==> src/rtl/aes_collect_pkg.sv <==
// aes_collect_pkg: shared widths and serialiser state encoding for aes_result_collector.
package aes_collect_pkg;
   localparam int BLOCK_W = 128;
   localparam int WORD_W = 32;
   localparam int WORDS_PER_BLOCK = 4;
   typedef enum logic {IDLE, SEND} collect_state_t;
endpackage

==> src/rtl/aes_collect_fifo.sv <==
// aes_collect_fifo: synchronous block FIFO; pointers carry an extra wrap bit so full/empty come from compare.
module aes_collect_fifo import aes_collect_pkg::*; #(
   parameter int DEPTH = 4,
   localparam int AW = $clog2(DEPTH)
) (
   input  logic               clk,
   input  logic               rst,
   input  logic               push,
   input  logic               pop,
   input  logic [BLOCK_W-1:0] din,
   output logic [BLOCK_W-1:0] dout,
   output logic [AW:0]        count,
   output logic               full,
   output logic               empty
);
   logic [BLOCK_W-1:0] mem [DEPTH];
   logic [AW:0] wr_ptr, rd_ptr;
   assign count = wr_ptr - rd_ptr;
   assign full = count == (AW+1)'(DEPTH);
   assign empty = wr_ptr == rd_ptr;
   assign dout = mem[rd_ptr[AW-1:0]];
   always_ff @(posedge clk) begin
      if (push && !full) mem[wr_ptr[AW-1:0]] <= din;
   end
   always_ff @(posedge clk) begin
      if (rst) begin
         wr_ptr <= '0;
         rd_ptr <= '0;
      end else begin
         if (push && !full) wr_ptr <= wr_ptr + 1'b1;
         if (pop && !empty) rd_ptr <= rd_ptr + 1'b1;
      end
   end
endmodule

==> src/rtl/aes_result_collector.sv <==
// aes_result_collector: captures AES result blocks on valid rise, buffers them, streams 32-bit words MSW first.
// Optional AES_COLLECT_PARITY_EN adds out_par = ^out_word.
module aes_result_collector import aes_collect_pkg::*; #(
   parameter int DEPTH = 4
) (
   input  logic                   AES_clk,
   input  logic                   AES_rst,
   input  logic                   AES_data_out_valid,
   input  logic [BLOCK_W-1:0]     AES_data_out,
   output logic [WORD_W-1:0]      out_word,
   output logic                   out_valid,
   input  logic                   out_ready,
   output logic                   out_last,
   output logic [$clog2(DEPTH):0] fifo_count,
   output logic                   overflow
`ifdef AES_COLLECT_PARITY_EN
   ,
   output logic                   out_par
`endif
);
   logic vld_d, cap, pop, full, empty;
   logic [BLOCK_W-1:0] head, shift_reg;
   logic [1:0] word_idx;
   collect_state_t state, state_nx;
   assign cap = AES_data_out_valid & ~vld_d;
   aes_collect_fifo #(.DEPTH(DEPTH)) u_fifo (
      .clk(AES_clk),
      .rst(AES_rst),
      .push(cap),
      .pop(pop),
      .din(AES_data_out),
      .dout(head),
      .count(fifo_count),
      .full(full),
      .empty(empty)
   );
   always_ff @(posedge AES_clk) begin
      if (AES_rst) begin
         vld_d <= 1'b0;
         overflow <= 1'b0;
      end else begin
         vld_d <= AES_data_out_valid;
         overflow <= overflow | (cap & full);
      end
   end
   always_comb begin
      pop = (state == IDLE) & ~empty;
      state_nx = (state == IDLE) ? (empty ? IDLE : SEND)
               : ((out_ready && word_idx == 2'(WORDS_PER_BLOCK-1)) ? IDLE : SEND);
   end
   // The shift register moves the next word into the top slot on every handshake.
   always_ff @(posedge AES_clk) begin
      if (AES_rst) begin
         state <= IDLE;
         shift_reg <= '0;
         word_idx <= '0;
      end else begin
         state <= state_nx;
         if (pop) begin
            shift_reg <= head;
            word_idx <= '0;
         end else if (state == SEND && out_ready) begin
            shift_reg <= {shift_reg[BLOCK_W-WORD_W-1:0], WORD_W'(0)};
            word_idx <= word_idx + 1'b1;
         end
      end
   end
   always_comb begin
      out_valid = state == SEND;
      out_word = out_valid ? shift_reg[BLOCK_W-1 -: WORD_W] : '0;
      out_last = out_valid && word_idx == 2'(WORDS_PER_BLOCK-1);
   end
`ifdef AES_COLLECT_PARITY_EN
   assign out_par = ^out_word;
`endif
endmodule
==> config.mk <==
export PLATFORM = sky130hd
export DESIGN_NAME = aes_result_collector
export DESIGN_NICKNAME = d
export VERILOG_FILES = /design/src/rtl/aes_collect_pkg.sv /design/src/rtl/aes_collect_fifo.sv /design/src/rtl/aes_result_collector.sv
export SDC_FILE = /design/constraint.sdc
export NUM_CORES = 1
export LEC_CHECK = 0
export ABC_AREA = 1
export ABC_CLOCK_PERIOD_IN_PS = 8200
export BUFFER_PORTS_ARGS = -buffer_cell sky130_fd_sc_hd__buf_2
export CELL_PAD_IN_SITES_DETAIL_PLACEMENT = 1
export CELL_PAD_IN_SITES_GLOBAL_PLACEMENT = 2
export CORE_MARGIN = 3
export CORE_UTILIZATION = 25
export CTS_CLUSTER_DIAMETER = 40
export DETAILED_ROUTE_END_ITERATION = 8
export PLACE_DENSITY_LB_ADDON = 0.1
export SYNTH_ARGS = -nofsm -noshare
export SYNTH_HDL_FRONTEND = slang
export SYNTH_SLANG_ARGS = --single-unit
==> constraint.sdc <==
create_clock -name AES_clk -period 8.2 [get_ports AES_clk]
set_input_delay 1.64 -clock AES_clk [delete_from_list [all_inputs] [get_ports AES_clk]]
set_output_delay 1.64 -clock AES_clk [all_outputs]
set_load 0.005 [all_outputs]
==> impl_metrics.toml, run 1 <==
[clock_tree]
cts_buffer_depth = 3
post_cts_buffers = 0
htree_levels = 4
cts_sinks = 653
cts_hold_buffers = 0
cts_resized = 0
clk_pin_slew_worst_paths_ns = 0.04
insertion_delay_ns = 0.72
cts_tree = "done"
cts_made_buffers = 142
clockRootBuffer = "clkbuf_16"

[placed_design]
dp_hpwl_mm = 52.5
port_buffers = 169
gp_congestion = 0.705

[sta]
period_minus_slack_ns = 3.88
fmax_mhz = 258
fin_skew_ns = 0.0220
finalSetupTns_ns = 0
period_share_pct = 47.3
drv_slew = 0
rsz0062_at_grt = "no"
finalHoldViolCount = 0
final-setup-viol-count = 0
relSlewSlack_pct = 29.4
tightestPinTransition_ns = 1.06

[floorplan]
row_count = 119
design.core.area_sq_um = 106000
die_y_um = 335
ios = 170
die-area_sq_um = 112000
die_x_um = 335
start_util_pct = 25.4

[global_routing]
antenna_found_initial = 6
grt_pass1_vias = 20733
grt_start_max_net_pins = 135
grt.total_usage_pct = 16.0
grt_pass1_wl_mm = 133
overflow = 0

[power_and_ir_drop]
power_per_cell_area_nw_per_um2 = 404
peakVddDrop_mv = 0.301
power_uw = 13800
p_leak_uw = 0.0149

[worst_setup_path]
crit_path_max_fanout = 5
cp-end-kind = "output port"
reg2reg_from = "u_fifo.wr_ptr[0]"
cp-start-kind = "flip-flop"
crit_path_start = "u_fifo.wr_ptr[0]"
crit_required_ns = 6.56
path_class = "reg -> out"
cp.arrival_ns = 2.24

[synthesis]
avgSynthCellArea_sq_um = 9.69
synthesis.area_sq_um = 27000
ys_types = 24
ys_seq_area_share_pct = 67.3
syn-num-nets = 2930
ys_seq_elements = 653
synth_cells = 2789
ys_warn_count = 0

[final_layout]
drive_gt1_share_pct = 14.1
largest_register_ffs = 512
nets = 3111
syn_to_final_growth_pct = 26.1
post-route-util_pct = 32.0
fillCellCount = 11959

[hold_path]
min_path_type = "reg -> reg"
min_from = "overflow"

[route]
drt_first_pass_iters = 5
drt.antenna.violating_nets = 0
routed_wl_mm = 89.0
routed-via-count = 19438
via_per_inst = 4.34
detail_route.wl_per_cell_um = 19.9
drc = 0
drt_iter0_drc = 884

[run_status]
status = "finished clean"

[run]
cap_violations = 0
-- layout by cell type (no fill, tap or decap), types with 14 or more instances in the layout --
cell	count
nor2_1	102
o21ai_0	86
nand3_1	325
clkinvlp_4	18
nand2_1	1046
a21oi_1	40
clkinv_2	18
o21ai_1	14
buf_2	169
inv_1	340
buf_4	20
clkbuf_1	17
clkbuf_16	147
bufinv_16	17
clkinv_1	20
edfxtp_1	512
dfxtp_1	138
-- critical path, stage by stage, from the launching register on --
cell	delay, ns
dfxtp_1	0.42
inv_1	0.12
ha_1	0.21
fa_1	0.42
inv_1	0.09
nand2_1	0.05
nand2_1	0.09
buf_2	0.12
-- cell type report --
cell class	count	area, sq um	share of cell area (%)
repair buffers	192	1060	3.10
clock buffers	170	3820	11.2
diodes	1	2.50	0.00734
clock inverters	93	1030	3.03
well taps	1391	1740	5.11
inverters	347	1320	3.88
flip-flops and latches	653	18200	53.4
multi-input cells	1634	6890	20.2
-- metrics by stage --
step,instances,setup slack [ns],hold slack [ns],instance area [sq um]
floorplan,2789,0.0863,0.447,27000
global placement,4217,3.91,0.446,29200
CTS,4480,4.23,0.459,34100
detailed placement,4217,3.95,0.452,29200
finish,4481,4.32,0.454,34100
global route,4480,4.13,0.476,34100
-- final timing paths --
kind                            slack [ns]                 to  cells after the start
worst max register to register        4.59  u_fifo.mem[0][16]                     10
worst min-delay path                  0.45           overflow                      2
worst min register to register        0.45           overflow                      2
worst max-delay path                  4.32      fifo_count[2]                      7
-- power breakdown --
group	internal (uW)	switching, uW
clock	3860	1870
combinational	914	2440
sequential	4220	456
-- cells in the mapped netlist --
cell type | instances | area share (%)
xor2_1 | 1 | 0.032
a21oi_4 | 1 | 0.060
nand3_1 | 325 | 6.0
buf_4 | 10 | 0.28
inv_2 | 3 | 0.042
clkbuf_1 | 75 | 1.0
dfxtp_1 | 141 | 10
buf_2 | 51 | 0.94
nor3_1 | 2 | 0.037
buf_6 | 1 | 0.042
or2_2 | 1 | 0.023
nor2_1 | 105 | 1.5
nand2_1 | 1046 | 15
o21ai_1 | 14 | 0.26
fa_1 | 1 | 0.074
nand2_2 | 3 | 0.069
buf_1 | 18 | 0.25
ha_1 | 8 | 0.37
clkinv_1 | 1 | 0.014
inv_1 | 343 | 4.8
a21oi_1 | 40 | 0.74
a211oi_1 | 1 | 0.028
edfxtp_1 | 512 | 57
o21ai_0 | 86 | 1.6
-- per-layer routing --
layer | share of wire, % | wire (um) | global-route usage [%] | up-vias
li1 | - | - | - | 9404
met1 | 44 | 39300 | 20.0 | 9572
met2 | 50 | 44200 | 27.8 | 328
met3 | 3.6 | 3180 | 2.88 | 132
met4 | 2.6 | 2300 | 5.74 | 2
met5 | 0.022 | 20 | 0 | -
-- cells by family (layout without fill, tap and decap cells) --
kind of cell | count (synthesis) | count (layout) | synth area share (%)
adders and majority gates | 9 | 9 | 0.444
AOI/OAI and AO/OA | 142 | 142 | 2.68
xor gates and xnor gates | 1 | 1 | 0.0324
and+or+nand+nor | 1482 | 1482 | 22.1
buffers and inverters | 502 | 802 | 7.37
other | 0 | 1 | 0
DFF | 653 | 653 | 67.3
(Power assumes the default switching activity.)
==> run 2, diff against run 1 <==
--- a/config.mk
+++ b/config.mk
@@ -6,7 +6,7 @@
 export NUM_CORES = 1
 export LEC_CHECK = 0
 export ABC_AREA = 1
-export ABC_CLOCK_PERIOD_IN_PS = 8200
+export ABC_CLOCK_PERIOD_IN_PS = 4000
 export BUFFER_PORTS_ARGS = -buffer_cell sky130_fd_sc_hd__buf_2
 export CELL_PAD_IN_SITES_DETAIL_PLACEMENT = 1
 export CELL_PAD_IN_SITES_GLOBAL_PLACEMENT = 2
==> constraint.sdc (replaced) <==
create_clock -name AES_clk -period 4 [get_ports AES_clk]
set_input_delay 0.8 -clock AES_clk [delete_from_list [all_inputs] [get_ports AES_clk]]
set_output_delay 0.8 -clock AES_clk [all_outputs]
set_load 0.005 [all_outputs]
==> run 2 against run 1 <==
  * Register-to-register slack got worse by 3.8 ns
  * Clock skew is essentially flat
  * Clock-buffer cell count up 11
  * Flip-flop and latch count unchanged
  * Die area is the same
  * Power grew 110%
  * Routed wire length grew 1.5%
  * Worst hold slack lost 0.14 ns
  * Sequential share of layout area decreased by 0.50 points
  * Non-clock buffer count rose by 11
==> impl_metrics.toml, run 2 (synthesized netlist as in run 1, its figures left out) <==
[final_layout]
mostFrequentLayoutCells = "nand2_1, edfxtp_1, inv_1, nand3_1, buf_2"
largest_register_ffs = 512
fillCellCount = 11924
regArea_sq_um = 18200
syn_to_final_growth_pct = 27.3
multi_input_area_sq_um = 6890
final_common_cell = "nand2_1"
fin_cells = 4482
drive_gt1_share_pct = 14.1
nets = 3122

[sta]
rsz0062_at_grt = "no"
period_share_pct = 81.3
finalSetupTns_ns = 0
fmax_mhz = 307
drv_slew = 0
fin_skew_ns = 0.0221
tightestPinTransition_ns = 1.08
period_minus_slack_ns = 3.25
finalHoldViolCount = 0
relSlewSlack_pct = 28.3
final-setup-viol-count = 0

[route]
drt.antenna.violating_nets = 0
drc = 0
drt_iter0_drc = 883
detail_route.wl_per_cell_um = 20.2
via_per_inst = 4.38
routed_wl_mm = 90.3
drt_first_pass_iters = 5
routed-via-count = 19621

[global_routing]
grt_start_max_net_pins = 139
grt_pass1_wl_mm = 135
antenna_found_initial = 4
grt_pass1_vias = 20665
grt.total_usage_pct = 16.2
overflow = 0

[floorplan]
ios = 170
die_x_um = 335
design.core.area_sq_um = 106000
start_util_pct = 25.4
die_y_um = 335
die-area_sq_um = 112000
row_count = 119

[run_status]
status = "finished clean"

[worst_setup_path]
crit_path_max_fanout = 50
slowest_stage = "nor2_4"
crit_family = "simple AND/OR/NAND/NOR gates"
cp_cell_sequence = "inv_1, ha_1, fa_1, nand2_1, inv_1, nand3_1, nand2_1, nor2_4, buf_12"
cp-start-kind = "flip-flop"
slowest_delay_ns = 0.58
crit_required_ns = 4.33
path_class = "reg -> reg"
cp-end-kind = "flip-flop"
cp.arrival_ns = 3.58
critical_path_buf_inv_count = 3

[power_and_ir_drop]
switchingPower_uw = 9580
seq_power_share_pct = 32.9
p_leak_uw = 0.0150
p_comb_share_pct = 25.2
peakVddDrop_mv = 0.760
power_per_cell_area_nw_per_um2 = 831
p_clk_share_pct = 41.9
swShare_pct = 33.5
p_int_uw = 19000

[placed_design]
gp_congestion = 0.705
dp_hpwl_mm = 54.9
port_buffers = 169
dp.cells = 4228

[clock_tree]
cts_buffer_depth = 3
cts_resized = 0
htree_levels = 4
cts_hold_buffers = 0
cts_made_buffers = 142
cts_tree = "done"
cts_sinks = 653
clockRootBuffer = "clkbuf_16"
clk_pin_slew_worst_paths_ns = 0.05
post_cts_buffers = 0
insertion_delay_ns = 0.70

[hold_path]
min_path_type = "in -> reg"

[run]
cap_violations = 0
run 2: cell count changes in the layout (fill, tap and decap cells not counted), sizes merged:
| cell | delta |
|---|---|
| clkinvlp | -11 |
| clkinv | -8 |
| bufinv | +5 |
| buf | +11 |
| inv | -7 |
| clkbuf | +11 |
run 2: per-layer routing:
layer / global-route usage [%] / share of wire, % / up-vias
met4: 4.53 / 1.9 / 0
met1: 20.6 / 45 / 9783
met5: 0 / 0 / -
met2: 28.0 / 50 / 297
li1: - / - / 9409
met3: 3.11 / 3.3 / 132
run 2: power groups by stage:
stage	logic, uW	registers (uW)	clock network [uW]
final	7200	9400	12000
after global routing	8280	9530	12600
after CTS	7560	9420	12300
after global placement	7400	9510	0
after detailed placement	7520	9540	0
after floorplan	4750	9150	0
run 2: worst paths after layout:
| path | start | end | slack (ns) | depth (start not counted) |
|---|---|---|---|---|
| hold / removal | AES_data_out[62] | u_fifo.mem[2][62] | 0.31 | 1 |
| setup reg to reg | u_fifo.wr_ptr[0] | u_fifo.mem[0][44] | 0.75 | 9 |
| setup / recovery | u_fifo.wr_ptr[0] | u_fifo.mem[0][44] | 0.75 | 9 |
| hold reg to reg | overflow | overflow | 0.45 | 2 |
run 2: final cells by class:
class | count | share of cell area [%]
sequential | 653 | 52.9
multi-input combinational | 1634 | 20.0
clock buffer | 181 | 11.5
tap | 1391 | 5.06
timing repair buffer | 203 | 3.89
inverter | 347 | 3.84
clock inverter | 72 | 2.73
antenna | 1 | 0.00728
run 2: metrics by stage:
stage	hold slack (ns)	util (%)	setup slack, ns	cell area (sq um)	power (uW)
floorplan	0.447	-	-1.31	27000	13900
global placement	0.450	27.7	0.781	29500	16900
detailed placement	0.446	27.7	0.742	29500	17100
CTS	0.246	32.4	0.682	34400	29300
global route	0.267	32.4	0.513	34400	30400
finish	0.311	32.4	0.747	34400	28600
